[src/rtl/fetch_exec_sequencer_pkg.sv]
// Shared definitions for the fetch/execute sequencer: FSM encodings, opcode-class
// patterns and the instruction classifier shared with the field decoder.
package fetch_exec_sequencer_pkg;

  localparam int unsigned LutDepth = 16;

  localparam logic [2:0] StIdle    = 3'd0;
  localparam logic [2:0] StFetch   = 3'd1;
  localparam logic [2:0] StExec    = 3'd2;
  localparam logic [2:0] StMemWait = 3'd3;
  localparam logic [2:0] StDone    = 3'd4;

  localparam logic [8:0] HALT_OP    = 9'h1FF;
  localparam logic [8:0] JCOND_PAT  = 9'b1000?????;
  localparam logic [8:0] JMP_PAT    = 9'b10010????;
  localparam logic [8:0] LDST_PAT   = 9'b10111????;
  localparam logic [8:0] LDISTI_PAT = 9'b11000????;
  localparam logic [8:0] ALU0_PAT   = 9'b00???????;
  localparam logic [8:0] ALU1_PAT   = 9'b01???????;
  localparam logic [8:0] ALU2_PAT   = 9'b1010?????;
  localparam logic [8:0] ALU3_PAT   = 9'b10110????;

  typedef enum logic [2:0] {ClsAlu, ClsJcond, ClsJmp, ClsMem, ClsHalt, ClsNop} op_class_e;

  // Priority order matters: halt is checked before any other pattern.
  function automatic op_class_e classify(input logic [8:0] instr);
    casez (instr)
      HALT_OP:                                return ClsHalt;
      JCOND_PAT:                              return ClsJcond;
      JMP_PAT:                                return ClsJmp;
      LDST_PAT, LDISTI_PAT:                   return ClsMem;
      ALU0_PAT, ALU1_PAT, ALU2_PAT, ALU3_PAT: return ClsAlu;
      default:                                return ClsNop;
    endcase
  endfunction

endpackage

[src/rtl/fetch_exec_sequencer_if.sv]
// Bus bundle between the sequencer and its imem, decoder/register file and dmem.
interface fetch_exec_sequencer_if #(
  parameter int unsigned PC_W  = 10,
  parameter int unsigned CNT_W = 16
);
  logic             start;
  logic [PC_W-1:0]  start_pc;
  logic [PC_W-1:0]  imem_addr;
  logic [8:0]       instr;
  logic             flag_gt;
  logic             flag_eq;
  logic             lut_we;
  logic [3:0]       lut_waddr;
  logic [PC_W-1:0]  lut_wdata;
  logic             reg_we;
  logic             mem_req;
  logic             mem_we;
  logic             mem_ack;
  logic [PC_W-1:0]  pc;
  logic             busy;
  logic             done;
  logic [CNT_W-1:0] retired;

  modport master (
    output start, start_pc, instr, flag_gt, flag_eq, lut_we, lut_waddr, lut_wdata, mem_ack,
    input  imem_addr, reg_we, mem_req, mem_we, pc, busy, done, retired
  );

  modport slave (
    input  start, start_pc, instr, flag_gt, flag_eq, lut_we, lut_waddr, lut_wdata, mem_ack,
    output imem_addr, reg_we, mem_req, mem_we, pc, busy, done, retired
  );
endinterface

[src/rtl/fetch_exec_sequencer_jump_lut.sv]
// 16-entry jump-target table: async-reset registers, synchronous write, combinational read.
module jump_lut
  import fetch_exec_sequencer_pkg::*;
#(
  parameter int unsigned PC_W = 10
) (
  input  logic            clk,
  input  logic            reset,
  input  logic            we_i,
  input  logic [3:0]      waddr_i,
  input  logic [PC_W-1:0] wdata_i,
  input  logic [3:0]      raddr_i,
  output logic [PC_W-1:0] rdata_o
);

  logic [PC_W-1:0] mem_q [LutDepth];

  always_ff @(posedge clk or posedge reset) begin
    if (reset) begin
      for (int i = 0; i < LutDepth; i++) mem_q[i] <= '0;
    end else if (we_i) begin
      mem_q[waddr_i] <= wdata_i;
    end
  end

  assign rdata_o = mem_q[raddr_i];

endmodule

[src/rtl/fetch_exec_sequencer.sv]
// Multi-cycle fetch/execute control: owns the PC, sequences ALU write-back,
// LUT-based branches and the dmem request/acknowledge handshake.
module fetch_exec_sequencer
  import fetch_exec_sequencer_pkg::*;
#(
  parameter int unsigned PC_W  = 10,
  parameter int unsigned CNT_W = 16
) (
  input logic                 clk,
  input logic                 reset,
  fetch_exec_sequencer_if.slave bus
);

  logic [2:0]       state_q, state_d;
  logic [PC_W-1:0]  pc_q, pc_d;
  logic [CNT_W-1:0] retired_q, retired_d;
  logic             mem_we_q, mem_we_d;
  logic             reg_we, mem_req, mem_we, taken;
  logic [PC_W-1:0]  lut_rdata, pc_inc;
  logic [CNT_W-1:0] retired_inc;
  op_class_e        op_class;

  jump_lut #(.PC_W(PC_W)) u_jump_lut (
    .clk     (clk),
    .reset   (reset),
    .we_i    (bus.lut_we),
    .waddr_i (bus.lut_waddr),
    .wdata_i (bus.lut_wdata),
    .raddr_i (bus.instr[3:0]),
    .rdata_o (lut_rdata)
  );

  assign op_class    = classify(bus.instr);
  assign pc_inc      = pc_q + PC_W'(1);
  assign retired_inc = retired_q + CNT_W'(1);
  assign taken       = (op_class == ClsJmp) ||
                       (bus.instr[4] ? (bus.flag_gt | bus.flag_eq) : bus.flag_gt);

  always_comb begin
    state_d   = state_q;
    pc_d      = pc_q;
    retired_d = retired_q;
    mem_we_d  = mem_we_q;
    reg_we    = 1'b0;
    mem_req   = 1'b0;
    mem_we    = 1'b0;
    case (state_q)
      StIdle, StDone: begin
        if (bus.start) begin
          pc_d      = bus.start_pc;
          retired_d = '0;
          state_d   = StFetch;
        end
      end
      StFetch: state_d = StExec;
      StExec: begin
        retired_d = retired_inc;
        pc_d      = pc_inc;
        state_d   = StFetch;
        case (op_class)
          ClsHalt: begin
            pc_d    = pc_q;
            state_d = StDone;
          end
          ClsJcond, ClsJmp: if (taken) pc_d = lut_rdata;
          ClsAlu:           reg_we = 1'b1;
          ClsMem: begin
            mem_req = 1'b1;
            mem_we  = bus.instr[3];
            if (bus.mem_ack) begin
              reg_we = ~bus.instr[3];
            end else begin
              // Hold completion; instr may change, so keep the store bit locally.
              mem_we_d  = bus.instr[3];
              pc_d      = pc_q;
              retired_d = retired_q;
              state_d   = StMemWait;
            end
          end
          default: ;
        endcase
      end
      StMemWait: begin
        mem_req = 1'b1;
        mem_we  = mem_we_q;
        if (bus.mem_ack) begin
          reg_we    = ~mem_we_q;
          pc_d      = pc_inc;
          retired_d = retired_inc;
          state_d   = StFetch;
        end
      end
      default: state_d = StIdle;
    endcase
  end

  always_ff @(posedge clk or posedge reset) begin
    if (reset) begin
      state_q   <= StIdle;
      pc_q      <= '0;
      retired_q <= '0;
      mem_we_q  <= 1'b0;
    end else begin
      state_q   <= state_d;
      pc_q      <= pc_d;
      retired_q <= retired_d;
      mem_we_q  <= mem_we_d;
    end
  end

  assign bus.imem_addr = pc_q;
  assign bus.pc        = pc_q;
  assign bus.retired   = retired_q;
  assign bus.reg_we    = reg_we;
  assign bus.mem_req   = mem_req;
  assign bus.mem_we    = mem_we;
  assign bus.busy      = (state_q == StFetch) || (state_q == StExec) || (state_q == StMemWait);
  assign bus.done      = (state_q == StDone);

endmodule

[src/flat_wrapper.sv]
// flat-port wrapper written by rule: the top's interface ports become plain ports
module fetch_exec_sequencer_flat import fetch_exec_sequencer_pkg::*;
#(
  parameter int unsigned PC_W  = 10,
  parameter int unsigned CNT_W = 16
)
  (clk, reset, bus_start, bus_start_pc, bus_instr, bus_flag_gt, bus_flag_eq, bus_lut_we, bus_lut_waddr, bus_lut_wdata, bus_mem_ack, bus_imem_addr, bus_reg_we, bus_mem_req, bus_mem_we, bus_pc, bus_busy, bus_done, bus_retired);
  fetch_exec_sequencer_if #(.PC_W(PC_W), .CNT_W(CNT_W)) bus_i ();
  input logic clk;
  input logic reset;
  input wire logic [$bits(bus_i.start)-1:0] bus_start;
  input wire logic [$bits(bus_i.start_pc)-1:0] bus_start_pc;
  input wire logic [$bits(bus_i.instr)-1:0] bus_instr;
  input wire logic [$bits(bus_i.flag_gt)-1:0] bus_flag_gt;
  input wire logic [$bits(bus_i.flag_eq)-1:0] bus_flag_eq;
  input wire logic [$bits(bus_i.lut_we)-1:0] bus_lut_we;
  input wire logic [$bits(bus_i.lut_waddr)-1:0] bus_lut_waddr;
  input wire logic [$bits(bus_i.lut_wdata)-1:0] bus_lut_wdata;
  input wire logic [$bits(bus_i.mem_ack)-1:0] bus_mem_ack;
  output wire logic [$bits(bus_i.imem_addr)-1:0] bus_imem_addr;
  output wire logic [$bits(bus_i.reg_we)-1:0] bus_reg_we;
  output wire logic [$bits(bus_i.mem_req)-1:0] bus_mem_req;
  output wire logic [$bits(bus_i.mem_we)-1:0] bus_mem_we;
  output wire logic [$bits(bus_i.pc)-1:0] bus_pc;
  output wire logic [$bits(bus_i.busy)-1:0] bus_busy;
  output wire logic [$bits(bus_i.done)-1:0] bus_done;
  output wire logic [$bits(bus_i.retired)-1:0] bus_retired;
  assign bus_i.start = bus_start;
  assign bus_i.start_pc = bus_start_pc;
  assign bus_i.instr = bus_instr;
  assign bus_i.flag_gt = bus_flag_gt;
  assign bus_i.flag_eq = bus_flag_eq;
  assign bus_i.lut_we = bus_lut_we;
  assign bus_i.lut_waddr = bus_lut_waddr;
  assign bus_i.lut_wdata = bus_lut_wdata;
  assign bus_i.mem_ack = bus_mem_ack;
  assign bus_imem_addr = bus_i.imem_addr;
  assign bus_reg_we = bus_i.reg_we;
  assign bus_mem_req = bus_i.mem_req;
  assign bus_mem_we = bus_i.mem_we;
  assign bus_pc = bus_i.pc;
  assign bus_busy = bus_i.busy;
  assign bus_done = bus_i.done;
  assign bus_retired = bus_i.retired;
  fetch_exec_sequencer #(.PC_W(PC_W), .CNT_W(CNT_W)) u_core (.clk(clk), .reset(reset), .bus(bus_i));
endmodule
[config.mk]
export PLATFORM = sky130hd
export DESIGN_NAME = fetch_exec_sequencer_flat
export DESIGN_NICKNAME = d
export VERILOG_FILES = /design/src/rtl/fetch_exec_sequencer_pkg.sv /design/src/rtl/fetch_exec_sequencer_if.sv /design/src/rtl/fetch_exec_sequencer_jump_lut.sv /design/src/rtl/fetch_exec_sequencer.sv /design/src/flat_wrapper.sv
export SDC_FILE = /design/constraint.sdc
export NUM_CORES = 1
export LEC_CHECK = 0
export ABC_AREA = 1
export BUFFER_PORTS_ARGS = -buffer_cell sky130_fd_sc_hd__buf_2
export CAP_MARGIN = 25
export CORE_MARGIN = 2
export CORE_UTILIZATION = 29
export CTS_CLUSTER_SIZE = 20
export DETAILED_ROUTE_END_ITERATION = 16
export PLACE_DENSITY_LB_ADDON = 0.2
export REMOVE_ABC_BUFFERS = 1
export SYNTH_ARGS = -nofsm -noshare
export SYNTH_HDL_FRONTEND = slang
export SYNTH_HIERARCHICAL = 1
export SYNTH_SLANG_ARGS = --single-unit
export TNS_END_PERCENT = 50
[constraint.sdc]
create_clock -name clk -period 6.1 [get_ports clk]
set_input_delay 0.61 -clock clk [delete_from_list [all_inputs] [get_ports clk]]
set_output_delay 0.61 -clock clk [all_outputs]
set_load 0.05 [all_outputs]
==> metrics.txt <==
outcome=complete, no violations; DRC viols=0; total core area=0.0363 mm²; Seq/Total Area, Yosys=0.448; CTS root buf=clkbuf_16; WL/cell=15.9 µm; # setup viols final=0; top cells by area, synth=dfrtp_1, nand2_1, nand3_1, inv_1, o21ai_0; Placement Setup Slack=2760 ps; Max IR drop VDD=0.171 mV; min-delay worst type=in -> async; vias in the first global route=9060; # port buffers=80; part of the cycle the worst path needs=0.504; M1 WL=15.7 mm; Finished Cell Area=0.0119 mm²; Post-synth top flop=dfrtp_1; layout cells sized above 1=0.112; final WL=31.7 mm; power density over cell area=399 mW/mm²; # hold bufs at CTS=0; Yosys reg bits=190; yosys warns=6; crit end category=output port; post_cts resized=0; clock latency on the worst-skew pair=450 ps; Vias=9378; GP Congestion=0.784; TritonCTS clock tree=yes; Area growth, synth to finish=11.7%; worst-margin pin slew=1040 ps; DP Area=0.0112 mm²; initial antenna violation count=1; fmax=0.325 GHz; Simple-Gate Fraction of Synth Area=0.306; largest family of logic cells by synthesized area=simple AND/OR/NAND/NOR gates; max-slew violations=0; Final ANT Viol Nets=0; WL met2=14.2 mm; DR iter-0 viols=762; GRT Util Overall=0.173; final hold violations=0; Synth Area in Compound Gates=0.118; Reg clk slew, reported paths=70 ps; Via density=4.71; multiplexer area fraction after synthesis=0; Final Total Pwr=4.73 mW; WHS=98.1 ps; Die Y=195 µm; die area=0.0382 mm²; static leakage=5.97 nW; Finished Layout Cells=1990; most common cell in the netlist=nand2_1; Post CTS Setup Buffer Count=0; Worst slew margin=0.303; chip width=195 µm; Max Clock Skew=10.7 ps; CTS Buf Count=17; fin worst setup slack=3020 ps; worst-path fanout max=16; Clock Sinks=190; CP Launch Type=register; Yosys cell types=40; number of flops mapped to enable cells by yosys=0; pin count of the biggest net entering global routing=73; crit path kind=reg -> out; Pre-Repair DR Iteration Count=5; hpwl dp=20.9 mm; met3 wire length=1.25 mm; # diodes=0; Worst Path Arrival=2470 ps; Synth area leader=dfrtp_1; starting density of the core=0.292; RSZ-0062 raised after global routing=false; post-synthesis xor/xnor area fraction=0.00742; uppermost layer routed=met5; Net count, final=1552; top cells by instance count after synthesis=nand2_1, dfrtp_1, inv_1, nand3_1, o21ai_0; maximum buffer depth of the clock tree=2; GR Overflow Total=0; synthesized area per cell=7.11 µm²; first-pass GRT wire length=51.7 mm; io pins=81; fillers=3947; minimum clock period=3080 ps; num rows=70; FFs w/ async S/R, synth=1.00; Synth top area share=0.448; Adder-Cell Fraction of Synth Area=0.00236; Inst Count DP=1958; Worst Path Required=5490 ps; synthesized area=0.0106 mm²; max-cap viol count=0; Mapped Cells=1495; Core Util, Final=0.327; CTS H-tree depth=4; Final TNS setup=0 ps
-- worst paths after layout --
check	start	to	slack [ps]	cells after the start
max in group asynchronous	reset	u_core/u_jump_lut/mem_q[154]$_DFFE_PP0P_	4840	3
worst min-delay path	reset	u_core/u_jump_lut/mem_q[77]$_DFFE_PP0P_	100	2
min in group clk	bus_lut_wdata[0]	u_core/u_jump_lut/mem_q[80]$_DFFE_PP0P_	440	3
worst max-delay path	u_core/state_q[2]$_DFFE_PP0P_	bus_reg_we	3020	6
worst min register to register	u_core/u_jump_lut/mem_q[28]$_DFFE_PP0P_	u_core/u_jump_lut/mem_q[28]$_DFFE_PP0P_	480	2
worst max register to register	u_core/state_q[2]$_DFFE_PP0P_	u_core/bus.imem_addr[6]$_DFFE_PP0P_	3720	10
-- critical path, cell delays in order, from the launching register on --
cell and delay, ps:
dfrtp_1 420, inv_2 90, nand2_2 200, nor2_4 460, inv_1 200, o221ai_1 310
buf_2 330
-- area by class of cell --
type                    count  area (µm²)  area share
clock buffers              21         470      0.0396
inverters                 202         763      0.0643
repair buffers             92         510      0.0430
clock inverters            10         171      0.0144
well taps                 468         586      0.0493
multi-input cells        1007        4610       0.389
flip-flops and latches    190        4750       0.401
-- where the power goes --
group | internal, mW | switching, mW | leakage (nW) | total (mW)
registers | 1.56 | 0.224 | 2.38 | 1.78
logic | 0.487 | 1.21 | 3.28 | 1.70
clock network | 0.726 | 0.527 | 0.317 | 1.25
total | 2.77 | 1.96 | 5.97 | 4.73
-- placed cells by master (no fill, tap or decap), drive strengths merged --
cell and n:
nand2 495, inv 206, dfrtp 190, o21ai 189, nand3 177, buf 92, nor2 67, a21oi 29
clkbuf 21, nor3 9, nand4 8, xor2 7, o22ai 6, bufinv 4, o211ai 4, nand3b 2
xnor2 2, a22o 2, o21bai 2, a22oi 2, ha 2, clkinv 2, a21boi 1, o221ai 1
or2 1, a31o 1
-- flip-flops by register name (all words and copies together), names as in the netlist --
name / cells
u_core/u_jump_lut/mem_q: 160
u_core/bus.imem_addr: 10
u_core/state_q: 3
u_core/bus.retired: 16
u_core/mem_we_q: 1
-- per-layer routing --
| layer | GRT usage | up-vias |
|---|---|---|
| met5 | 0 | - |
| met4 | 0.0534 | 2 |
| met1 | 0.247 | 4416 |
| li1 | - | 4712 |
| met3 | 0.0225 | 34 |
| met2 | 0.274 | 214 |
-- cell families (layout without fill, tap and decap cells) --
group | Yosys count | count (layout)
simple gates | 759 | 759
xor+xnor | 9 | 9
buf+inv | 298 | 325
fa+ha+maj | 2 | 2
compound gates | 237 | 237
flops | 190 | 190
(Power assumes the default switching activity.)
